==> src/rtl/cpu_paddle_controller_pkg.sv <==
// Shared pong definitions: display geometry defaults, CPU opponent state encoding, row clamp helper.
// Latency: n/a (constants, types and a pure function only).
// Backpressure: n/a.
package cpu_paddle_controller_pkg;

    localparam int ROW_W             = 12;
    localparam int DISP_COLS_DEF     = 800;
    localparam int DISP_ROWS_DEF     = 600;
    localparam int PADDLE_HEIGHT_DEF = 44;

    typedef enum logic [1:0] {
        IDLE  = 2'd0,
        REACT = 2'd1,
        TRACK = 2'd2
    } cpu_state_e;

    // Keeps the chase target inside the range the paddle centre can physically reach.
    function automatic logic [ROW_W-1:0] clamp_row(
        input logic [ROW_W-1:0] row,
        input logic [ROW_W-1:0] lo,
        input logic [ROW_W-1:0] hi
    );
        if (row < lo) begin
            return lo;
        end else if (row > hi) begin
            return hi;
        end else begin
            return row;
        end
    endfunction

endpackage

==> src/rtl/cpu_paddle_controller_error_hysteresis.sv <==
// Turns (target row - current row) into registered up/down requests with start/stop deadband hysteresis.
// Latency: one clk from an enabled cycle to the output update; outputs hold while en is low.
// Backpressure: none; outputs are levels sampled by the paddle mover whenever it likes.
module paddle_error_hysteresis
    import cpu_paddle_controller_pkg::*;
#(
    parameter int START_BAND = 8,
    parameter int STOP_BAND  = 2
) (
    input  logic             clk,
    input  logic             rst_n,
    input  logic             en,
    input  logic [ROW_W-1:0] target_row,
    input  logic [ROW_W-1:0] current_row,
    output logic             moving,
    output logic             move_up,
    output logic             move_down
);

    localparam logic [ROW_W-1:0] START_LIM = ROW_W'(START_BAND);
    localparam logic [ROW_W-1:0] STOP_LIM  = ROW_W'(STOP_BAND);

    logic [ROW_W:0]   err;
    logic [ROW_W-1:0] err_mag;
    logic             moving_q, moving_d;
    logic             up_q, up_d;
    logic             down_q, down_d;

    // Signed 13-bit error; its magnitude always fits back into 12 bits.
    always_comb begin
        err     = {1'b0, target_row} - {1'b0, current_row};
        err_mag = ROW_W'(err[ROW_W] ? (-err) : err);
    end

    // Hysteresis update: start beyond the wide band, stop inside the narrow one; direction follows the error sign.
    always_comb begin
        moving_d = moving_q;
        up_d     = up_q;
        down_d   = down_q;
        if (en) begin
            if (!moving_q && (err_mag > START_LIM)) begin
                moving_d = 1'b1;
            end else if (moving_q && (err_mag <= STOP_LIM)) begin
                moving_d = 1'b0;
            end
            up_d   = moving_d && err[ROW_W];
            down_d = moving_d && !err[ROW_W] && (err != '0);
        end
    end

    // Output registers; reset drops any request immediately.
    always_ff @(posedge clk or negedge rst_n) begin
        if (!rst_n) begin
            moving_q <= 1'b0;
            up_q     <= 1'b0;
            down_q   <= 1'b0;
        end else begin
            moving_q <= moving_d;
            up_q     <= up_d;
            down_q   <= down_d;
        end
    end

    assign moving    = moving_q;
    assign move_up   = up_q;
    assign move_down = down_q;

endmodule

==> src/rtl/cpu_paddle_controller.sv <==
// CPU opponent: per-frame approach detection, reaction delay, then chases the clamped ball row.
// Latency: one clk from frame_tick to any output change; outputs hold between ticks.
// Backpressure: none; drives move_up/move_down levels straight into the paddle mover.
module cpu_paddle_controller
    import cpu_paddle_controller_pkg::*;
#(
    parameter int DISP_COLS       = DISP_COLS_DEF,
    parameter int DISP_ROWS       = DISP_ROWS_DEF,
    parameter int PADDLE_HEIGHT   = PADDLE_HEIGHT_DEF,
    parameter int PADDLE_SIDE     = 1,
    parameter int REACTION_FRAMES = 6,
    parameter int START_BAND      = 8,
    parameter int STOP_BAND       = 2
) (
    input  logic             clk,
    input  logic             rst_n,
    input  logic             frame_tick,
    input  logic [ROW_W-1:0] ball_row,
    input  logic [ROW_W-1:0] ball_col,
    input  logic [ROW_W-1:0] paddle_center_row,
    output logic             move_up_control,
    output logic             move_down_control,
    output logic             chasing
);

    localparam logic [ROW_W-1:0] CENTER_ROW = ROW_W'(DISP_ROWS / 2);
    localparam logic [ROW_W-1:0] ROW_MIN    = ROW_W'(PADDLE_HEIGHT / 2);
    localparam logic [ROW_W-1:0] ROW_MAX    = ROW_W'(DISP_ROWS - 1 - PADDLE_HEIGHT / 2);
    localparam logic [ROW_W-1:0] COL_RESET  = ROW_W'(DISP_COLS / 2);
    localparam logic [7:0]       REACT_LOAD = 8'(REACTION_FRAMES);

    cpu_state_e       state_q, state_d;
    logic [ROW_W-1:0] prev_col_q, prev_col_d;
    logic [7:0]       count_q, count_d;
    logic             approach_q, approach_d;
    logic             chasing_q, chasing_d;
    logic [ROW_W-1:0] target_row;
    logic             moving;

    // Per-tick direction verdict and state machine; an unchanged column keeps the last verdict.
    always_comb begin
        state_d    = state_q;
        prev_col_d = prev_col_q;
        count_d    = count_q;
        approach_d = approach_q;
        if (frame_tick) begin
            prev_col_d = ball_col;
            if (PADDLE_SIDE != 0) begin
                if (ball_col > prev_col_q) begin
                    approach_d = 1'b1;
                end else if (ball_col < prev_col_q) begin
                    approach_d = 1'b0;
                end
            end else begin
                if (ball_col < prev_col_q) begin
                    approach_d = 1'b1;
                end else if (ball_col > prev_col_q) begin
                    approach_d = 1'b0;
                end
            end
            case (state_q)
                IDLE: begin
                    if (approach_d) begin
                        if (REACT_LOAD == 8'd0) begin
                            state_d = TRACK;
                        end else begin
                            state_d = REACT;
                            count_d = REACT_LOAD;
                        end
                    end
                end
                REACT: begin
                    if (!approach_d) begin
                        state_d = IDLE;
                        count_d = 8'd0;
                    end else if (count_q <= 8'd1) begin
                        state_d = TRACK;
                        count_d = 8'd0;
                    end else begin
                        count_d = count_q - 8'd1;
                    end
                end
                TRACK: begin
                    if (!approach_d) begin
                        state_d = IDLE;
                    end
                end
                default: begin
                    state_d = IDLE;
                end
            endcase
        end
    end

    // Target follows the state being entered, so a new chase shows up on the same tick's outputs.
    always_comb begin
        target_row = (state_d == TRACK) ? clamp_row(ball_row, ROW_MIN, ROW_MAX) : CENTER_ROW;
        chasing_d  = (state_d == TRACK);
    end

    // State, direction history and reaction counter registers.
    always_ff @(posedge clk or negedge rst_n) begin
        if (!rst_n) begin
            state_q    <= IDLE;
            prev_col_q <= COL_RESET;
            count_q    <= 8'd0;
            approach_q <= 1'b0;
            chasing_q  <= 1'b0;
        end else begin
            state_q    <= state_d;
            prev_col_q <= prev_col_d;
            count_q    <= count_d;
            approach_q <= approach_d;
            chasing_q  <= chasing_d;
        end
    end

    // The moving flag deliberately survives state changes; only the target feeding it switches.
    paddle_error_hysteresis #(
        .START_BAND (START_BAND),
        .STOP_BAND  (STOP_BAND)
    ) u_hyst (
        .clk         (clk),
        .rst_n       (rst_n),
        .en          (frame_tick),
        .target_row  (target_row),
        .current_row (paddle_center_row),
        .moving      (moving),
        .move_up     (move_up_control),
        .move_down   (move_down_control)
    );

    assign chasing = chasing_q;

endmodule

==> config.mk <==
export PLATFORM = sky130hd
export DESIGN_NAME = cpu_paddle_controller
export DESIGN_NICKNAME = d
export VERILOG_FILES = /design/src/rtl/cpu_paddle_controller_pkg.sv /design/src/rtl/cpu_paddle_controller_error_hysteresis.sv /design/src/rtl/cpu_paddle_controller.sv
export SDC_FILE = /design/constraint.sdc
export NUM_CORES = 1
export LEC_CHECK = 0
export ABC_AREA = 0
export BUFFER_PORTS_ARGS = -buffer_cell sky130_fd_sc_hd__buf_2
export CORE_UTILIZATION = 52
export DETAILED_ROUTE_END_ITERATION = 6
export GPL_TIMING_DRIVEN = 0
export PLACE_DENSITY = 0.77
export SLEW_MARGIN = 20
export SYNTH_ARGS = -nofsm -noshare
export SYNTH_HDL_FRONTEND = slang
export SYNTH_SLANG_ARGS = --single-unit
==> constraint.sdc <==
create_clock -name clk -period 4.52 [get_ports clk]
set_input_delay 0 -clock clk [delete_from_list [all_inputs] [get_ports clk]]
set_output_delay 0 -clock clk [all_outputs]
set_load 0.01 [all_outputs]
# After elaboration in Yosys (flattened, before gate mapping)

Index checks and enable logic that the tools add are counted.

Flip-flop bits (word level): 27
Output and inout port bits: 3
Logic and storage cells: 53

Add/subtract/negate cells: 3
$lt $le $gt $ge: 7
Equal/unequal tests: 4
Mux-type cells: 20
Reductions and logical operators: 11

Operator list:

| cell                                                        | count |
|---|---|
| two-way mux 12 bit                                          | 4 |
| two-way mux 8 bit                                           | 3 |
| case mux 8 bit (2 select lines)                             | 1 |
| nonzero test 13 bit                                         | 1 |
| subtractor 12 x 12 -> 13 bit                                | 1 |
| > comparator 12 x 10 -> 1 bit, second input constant        | 1 |
| > comparator 12 bit                                         | 1 |
| > comparator 12 x 4 -> 1 bit, second input constant         | 1 |
| <= comparator 12 x 2 -> 1 bit, second input constant        | 1 |
| less-than comparator 12 bit                                 | 1 |
| less-than comparator 12 x 5 -> 1 bit, second input constant | 1 |
| negation 12 bit                                             | 1 |
| two-way mux 2 bit                                           | 5 |
| <= comparator 8 x 1 -> 1 bit, second input constant         | 1 |
| subtractor 8 x 1 -> 8 bit, second input constant            | 1 |
| two-way mux 1 bit                                           | 6 |
| case mux 2 bit (3 select lines)                             | 1 |
| logical AND 1 bit                                           | 5 |
| equality test 2 bit, second input constant                  | 2 |
| AND reduction 3 bit                                         | 1 |
| equality test 2 x 1 -> 1 bit, second input constant         | 1 |
| logical NOT 1 bit                                           | 2 |
| logical NOT 2 bit                                           | 1 |
| inequality test 2 bit, second input constant                | 1 |
| nonzero test 2 bit                                          | 1 |

# Depth between registers and ports, before layout

Depth in word-level cells: 19
Depth in mapped cells: 27
Depth with buffers taken out: 27

# Modules after synthesis

A second synthesis with hierarchy kept.

Cells, all modules: 355
Area total of the unflattened synthesis: 2812.7 um2

By module, submodules not included:

| module                  | instances | cells each | area each (um2) |
|---|---|---|---|
| cpu_paddle_controller   | 1         | 190        | 1602.8 |
| paddle_error_hysteresis | 1         | 165        | 1209.9 |

# Worst setup path before layout

No wires, ideal clock.

Kind: register to register
From: register prev_col_q[8]
To: register u_hyst.moving_q (netlist: u_hyst.moving)
Setup time: 139 ps
Arrival: 4652 ps
Required time: 4381 ps
Path slack: -270 ps
Stages on the path, launching flop included: 26
Period minus slack after synthesis: 4790 ps
Path through: dfstp_2 > inv_1 > ha_1 > a21o_1 > a21o_1 > a21oi_1 > o211ai_1 > nand2_1 > nor3_1 > nor2_1 > inv_1 > and2_1 > o21ai_0 > ha_1 > inv_1 > fa_1 > inv_1 > ha_1 > nor3b_1 > mux2_2 > o211ai_2 > nor4_1 > a21oi_1 > xnor2_1 > a2111oi_4 > a22oi_1

Longest elaborated chain between the ends: 17
Elaborated cells on any way between the ends: 22
Classes of those cells: 2 x add/sub; 4 x order compare; 1 x eq/ne; 13 x mux; 2 x reduce/logical

RTL lines:

| item                                 | RTL line                                                                              | RTL |
|---|---|---|
| start: declaration                   | cpu_paddle_controller.sv:33                                                           | `logic [ROW_W-1:0] prev_col_q, prev_col_d;` |
| start signal: assignment             | cpu_paddle_controller.sv:111                                                          | `prev_col_q <= prev_col_d;` |
| less-than comparator 12 bit          | -                                                                                     |  |
| two-way mux 1 bit                    | cpu_paddle_controller.sv:51                                                           | `end else if (ball_col < prev_col_q) begin` |
| two-way mux 1 bit *                  | cpu_paddle_controller.sv:49                                                           | `if (ball_col > prev_col_q) begin` |
| two-way mux 1 bit *                  | cpu_paddle_controller.sv:46                                                           | `if (frame_tick) begin` |
| two-way mux 2 bit (on tied branches) | cpu_paddle_controller.sv:84, cpu_paddle_controller.sv:63, cpu_paddle_controller.sv:73 |  |
| case mux 2 bit (3 select lines) *    | cpu_paddle_controller.sv:61                                                           | `case (state_q)` |
| two-way mux 2 bit *                  | cpu_paddle_controller.sv:46                                                           |  |
| equality test 2 bit *                | -                                                                                     |  |
| named net chasing_d                  | cpu_paddle_controller.sv:36                                                           | `logic chasing_q, chasing_d;` |
| (+1 left out)                        | -                                                                                     |  |
| subtractor 12 x 12 -> 13 bit *       | cpu_paddle_controller_error_hysteresis.sv:31                                          | `err = {1'b0, target_row} - {1'b0, current_row};` |
| negation 12 bit                      | cpu_paddle_controller_error_hysteresis.sv:32                                          | `err_mag = ROW_W'(err[ROW_W] ? (-err) : err);` |
| two-way mux 12 bit *                 | cpu_paddle_controller_error_hysteresis.sv:32                                          |  |
| <= comparator 12 x 2 -> 1 bit        | cpu_paddle_controller_error_hysteresis.sv:43                                          | `end else if (moving_q && (err_mag <= STOP_LIM)) begin` |
| logical AND 1 bit                    | cpu_paddle_controller_error_hysteresis.sv:43                                          |  |
| two-way mux 1 bit                    | cpu_paddle_controller_error_hysteresis.sv:43                                          |  |
| two-way mux 1 bit *                  | cpu_paddle_controller_error_hysteresis.sv:41                                          | `if (!moving_q && (err_mag > START_LIM)) begin` |
| two-way mux 1 bit *                  | cpu_paddle_controller_error_hysteresis.sv:40                                          | `if (en) begin` |
| end signal: assignment               | cpu_paddle_controller_error_hysteresis.sv:58                                          | `moving_q <= moving_d;` |
| end: declaration                     | cpu_paddle_controller_error_hysteresis.sv:25                                          | `logic moving_q, moving_d;` |

Mark *: on every way through the listed nets, which the timed path passes. The rest lies on a longest branch. The select of a mux whose other input is x is not followed.
A chain may end at the register's enable or synchronous reset.

# Worst setup path in the final report

Ends and elaborated chain as after synthesis.

==> results by group <==
STA
  • Hold Slack: -10.2 ps
  • RSZ-0062 raised after global routing: true
  • Worst rel slew slack: between 30% and 40%
  • Crit path time final: 4630 ps
  • Hold Vio Cnt, Final: 1
  • Final setup vio count: 3
  • Final Cycle Share: 103%
  • Slew of the pin with the lowest slew margin: 908 ps
  • Max Fclk: between 200 and 250 MHz
  • Setup WS post-layout: -114 ps
  • Worst Skew: 8.47 ps
  • Final Max Tran Viols: 0

Layout
  • Fill cells: 377
  • Most frequent cells in the layout: nand2_1 (45), buf_2 (43), inv_1 (36), a21oi_1 (25), dfrtp_1 (24)
  • Fin area: 3410 µm²
  • # diodes: 0
  • # nets final: 479
  • Layout cells sized above 1: about 27%
  • Most common cell after layout, fill and taps aside: nand2_1
  • P&R area growth vs syn: 29.2%
  • Fin cells: roughly 480

Global route
  • Initial antenna violation count: 0
  • Global-route wire length before repair: slightly above 10 mm
  • Vias in the first global route: ~2400
  • Largest net degree at the start of global routing: 28
  • Congestion Overflow GR: 0
  • Global Route Usage Sum: roughly 24%

CTS
  • Total CTS buffers: 3
  • CTS Sinks: 27
  • Clock Latency Late Sink: 270 ps
  • Root buf cell: clkbuf_8
  • CTS H-Tree Depth: 1
  • Clk buf depth: 2
  • CTS clk-pin slew, worst paths: 90 ps
  • CTS tree: yes

Synthesis
  • Number of synthesized flops with an enable pin: 0
  • Sequential-to-total area share from yosys stat: between 20% and 30%
  • Synth warn: 0
  • Avg Cell Area, Syn: ~7.7 µm²
  • Flops & latches, synth: 27
  • Post-Syn Area: between 2000 and 3000 µm²
  • Async SR Flop Fraction: 100%
  • Ys flop type: dfrtp_1
  • Cells after synthesis: approximately 340
  • Count of cell types in the netlist: 64

Routing
  • Vias per cell: roughly 5.5
  • Drt wl/cell: 12.9 µm
  • Final ANT Viol Nets: 0
  • Routed via count: between 2000 and 3000
  • Initial DRC count: 147
  • Detailed Routing Iterations Pass 1: 4
  • # DRC: 0
  • Drt total wl: between 6 and 7 mm

Run
  • Max-Cap Viols: 0

Run status
  • Outcome: complete, but fails checks
  • Failing checks: negative hold slack, negative setup slack

Place
  • Final GP Congestion: 0.854
  • DP Wirelength: roughly 4.4 mm
  • Pre-CTS setup slack: -607 ps
  • Number of buffers added on ports: 41
  • Placed cell count: 450
  • Placed inst area: between 2000 and 3000 µm²

Pwr
  • Total Power: around 0.00092 W
  • P_leak: around 1.6 nW
  • Peak VDD IR: 0.000196 V
  • PD cells: approximately 270 nW/µm²

Min path
  • Hold Path Class: primary input to register

Worst setup path
  • Crit-path most repeated cell: inv_2
  • Cell family with most CP delay: compound AO/OA/AOI/OAI gates
  • Crit. End Element: register
  • CP Data Required Time: approximately 4700 ps
  • Slowest cell on crit path: dfstp_2
  • Crit-path cells: inv_2 -> ha_4 -> a21o_1 -> a21o_1 -> a21oi_2 -> o211ai_1 -> a21oi_1 -> nor2_1 -> nor2_2 -> inv_2 -> and2_4 -> o21ai_2 -> ha_2 -> inv_2 -> fa_2 -> a21o_4 -> nand4_4 -> nand2_4 -> a31o_2 -> buf_2 -> a311oi_2 -> o2111ai_2 -> a2111oi_4 -> a22oi_1
  • Crit path DAT: 4780 ps
  • Startpoint Class: register
  • Largest stage delay, worst path: approximately 540 ps
  • Setup CP Type: register to register
  • CP Max Fanout: 10
  • Buf+Inv Stages, Crit Path: 4

Floorplan
  • Die span in y: between 70 and 80 µm
  • Die X-Extent: about 73 µm
  • Rows: 25
  • Core ar.: between 4000 and 5000 µm²
  • Ports: 42
  • Die area: 5360 µm²
  • Initial Util: 54.8%
final timing paths:
kind,start,endpoint,slack [ps],cells after the start
setup / recovery,prev_col_q[8],u_hyst.moving,-110,24
hold / removal,ball_col[3],prev_col_q[3],-10,3
max in group asynchronous,rst_n,prev_col_q[9],3850,2
hold reg to reg,prev_col_q[4],prev_col_q[4],500,2
setup reg to reg,prev_col_q[8],u_hyst.moving,-110,24
min in group asynchronous,rst_n,prev_col_q[1],260,2
worst register-to-register path, delay by kind of cell (launching register included):
kind	cells	cell delay (ps)
compound gates	12	2330
fa+ha+maj	3	720
simple gates	5	580
flops	1	540
buf+inv	4	340
area by class of cell:
cell class	count	area, µm²	share of cell area [%]
multi-input cells	266	2000	58.5
repair buffers	65	419	12.3
inverters	42	158	4.62
plain buffers	7	28.8	0.844
well taps	67	83.8	2.46
flip-flops and latches	27	679	19.9
clock buffers	4	45.0	1.32
synth_stat cells (3+ instances only):
| master | count | area share (%) |
|---|---|---|
| a21oi_1 | 28 | 5.3 |
| nor4_1 | 4 | 0.95 |
| dfrtp_1 | 24 | 23 |
| xor2_1 | 4 | 1.3 |
| o22ai_1 | 6 | 1.4 |
| nand3_1 | 6 | 1.1 |
| o21a_1 | 4 | 1.1 |
| o21ai_0 | 24 | 4.6 |
| a21o_1 | 9 | 2.6 |
| dfstp_2 | 3 | 3.0 |
| inv_1 | 41 | 5.8 |
| nor3_1 | 9 | 1.7 |
| a21oi_2 | 3 | 1.0 |
| nor2_1 | 20 | 2.8 |
| ha_1 | 27 | 13 |
| clkbuf_1 | 5 | 0.71 |
| a31oi_1 | 3 | 0.71 |
| nand2_1 | 47 | 6.7 |
| xnor2_1 | 4 | 1.3 |
| and3_1 | 3 | 0.71 |
| o211ai_1 | 4 | 1.1 |
| or3_1 | 3 | 0.71 |
| a211o_1 | 3 | 1.0 |
| o21ai_1 | 3 | 0.57 |
| nand2b_1 | 3 | 0.71 |
power breakdown:
part | leakage, nW | switching (W) | total (W) | internal, W
combinational | 1.22 | 0.000280 | 0.000486 | 0.000206
sequential | 0.332 | 0.0000209 | 0.000295 | 0.000274
clock | 0.0228 | 0.0000718 | 0.000135 | 0.0000631
per-layer routing:
metal  up-vias  share of wire [%]  GRT usage, %
met1      1228                 47          32.6
li1       1360                  -             -
met3        10                2.9          3.87
met2        45                 48          40.5
met5         -                  0             0
met4         0                1.4          5.45
timing repair:
| action | CTS | global route |
|---|---|---|
| endpoints found under the setup margin | 3 | 3 |
| gates resized for setup | 23 | 10 |
| buffers inserted | 9 | 3 |
| pin swaps | 28 | 5 |
| endpoints found under the hold margin | 35 | 0 |
| hold buffers | 12 | 0 |
state kept, by name, indices dropped and copies added (netlist names):
signal and count:
u_hyst.moving 1, prev_col_q 12, approach_q 1, u_hyst.move_down 1, chasing 1, state_q 2
u_hyst.move_up 1, count_q 8
through the flow:
stage	util, %	TNS [ps]
detailed placement	62.1	-1770
global route	70.8	-1020
finish	70.8	-295
global placement	62.1	-1570
CTS	69.3	-320
floorplan	-	0
kinds of logic (layout without fill, tap and decap cells):
group / count (synthesis) / after routing / share of synthesized area (%)
other: 1 / 2 / 0.142
adders and majority gates: 28 / 28 / 13.6
muxes: 3 / 3 / 1.23
and+or+nand+nor: 111 / 111 / 20.0
AOI/OAI and AO/OA: 113 / 113 / 29.0
buffers and inverters: 49 / 118 / 7.07
xor gates and xnor gates: 9 / 9 / 3.27
DFF: 27 / 27 / 25.7
No activity file was read; power rests on OpenSTA's default activity.
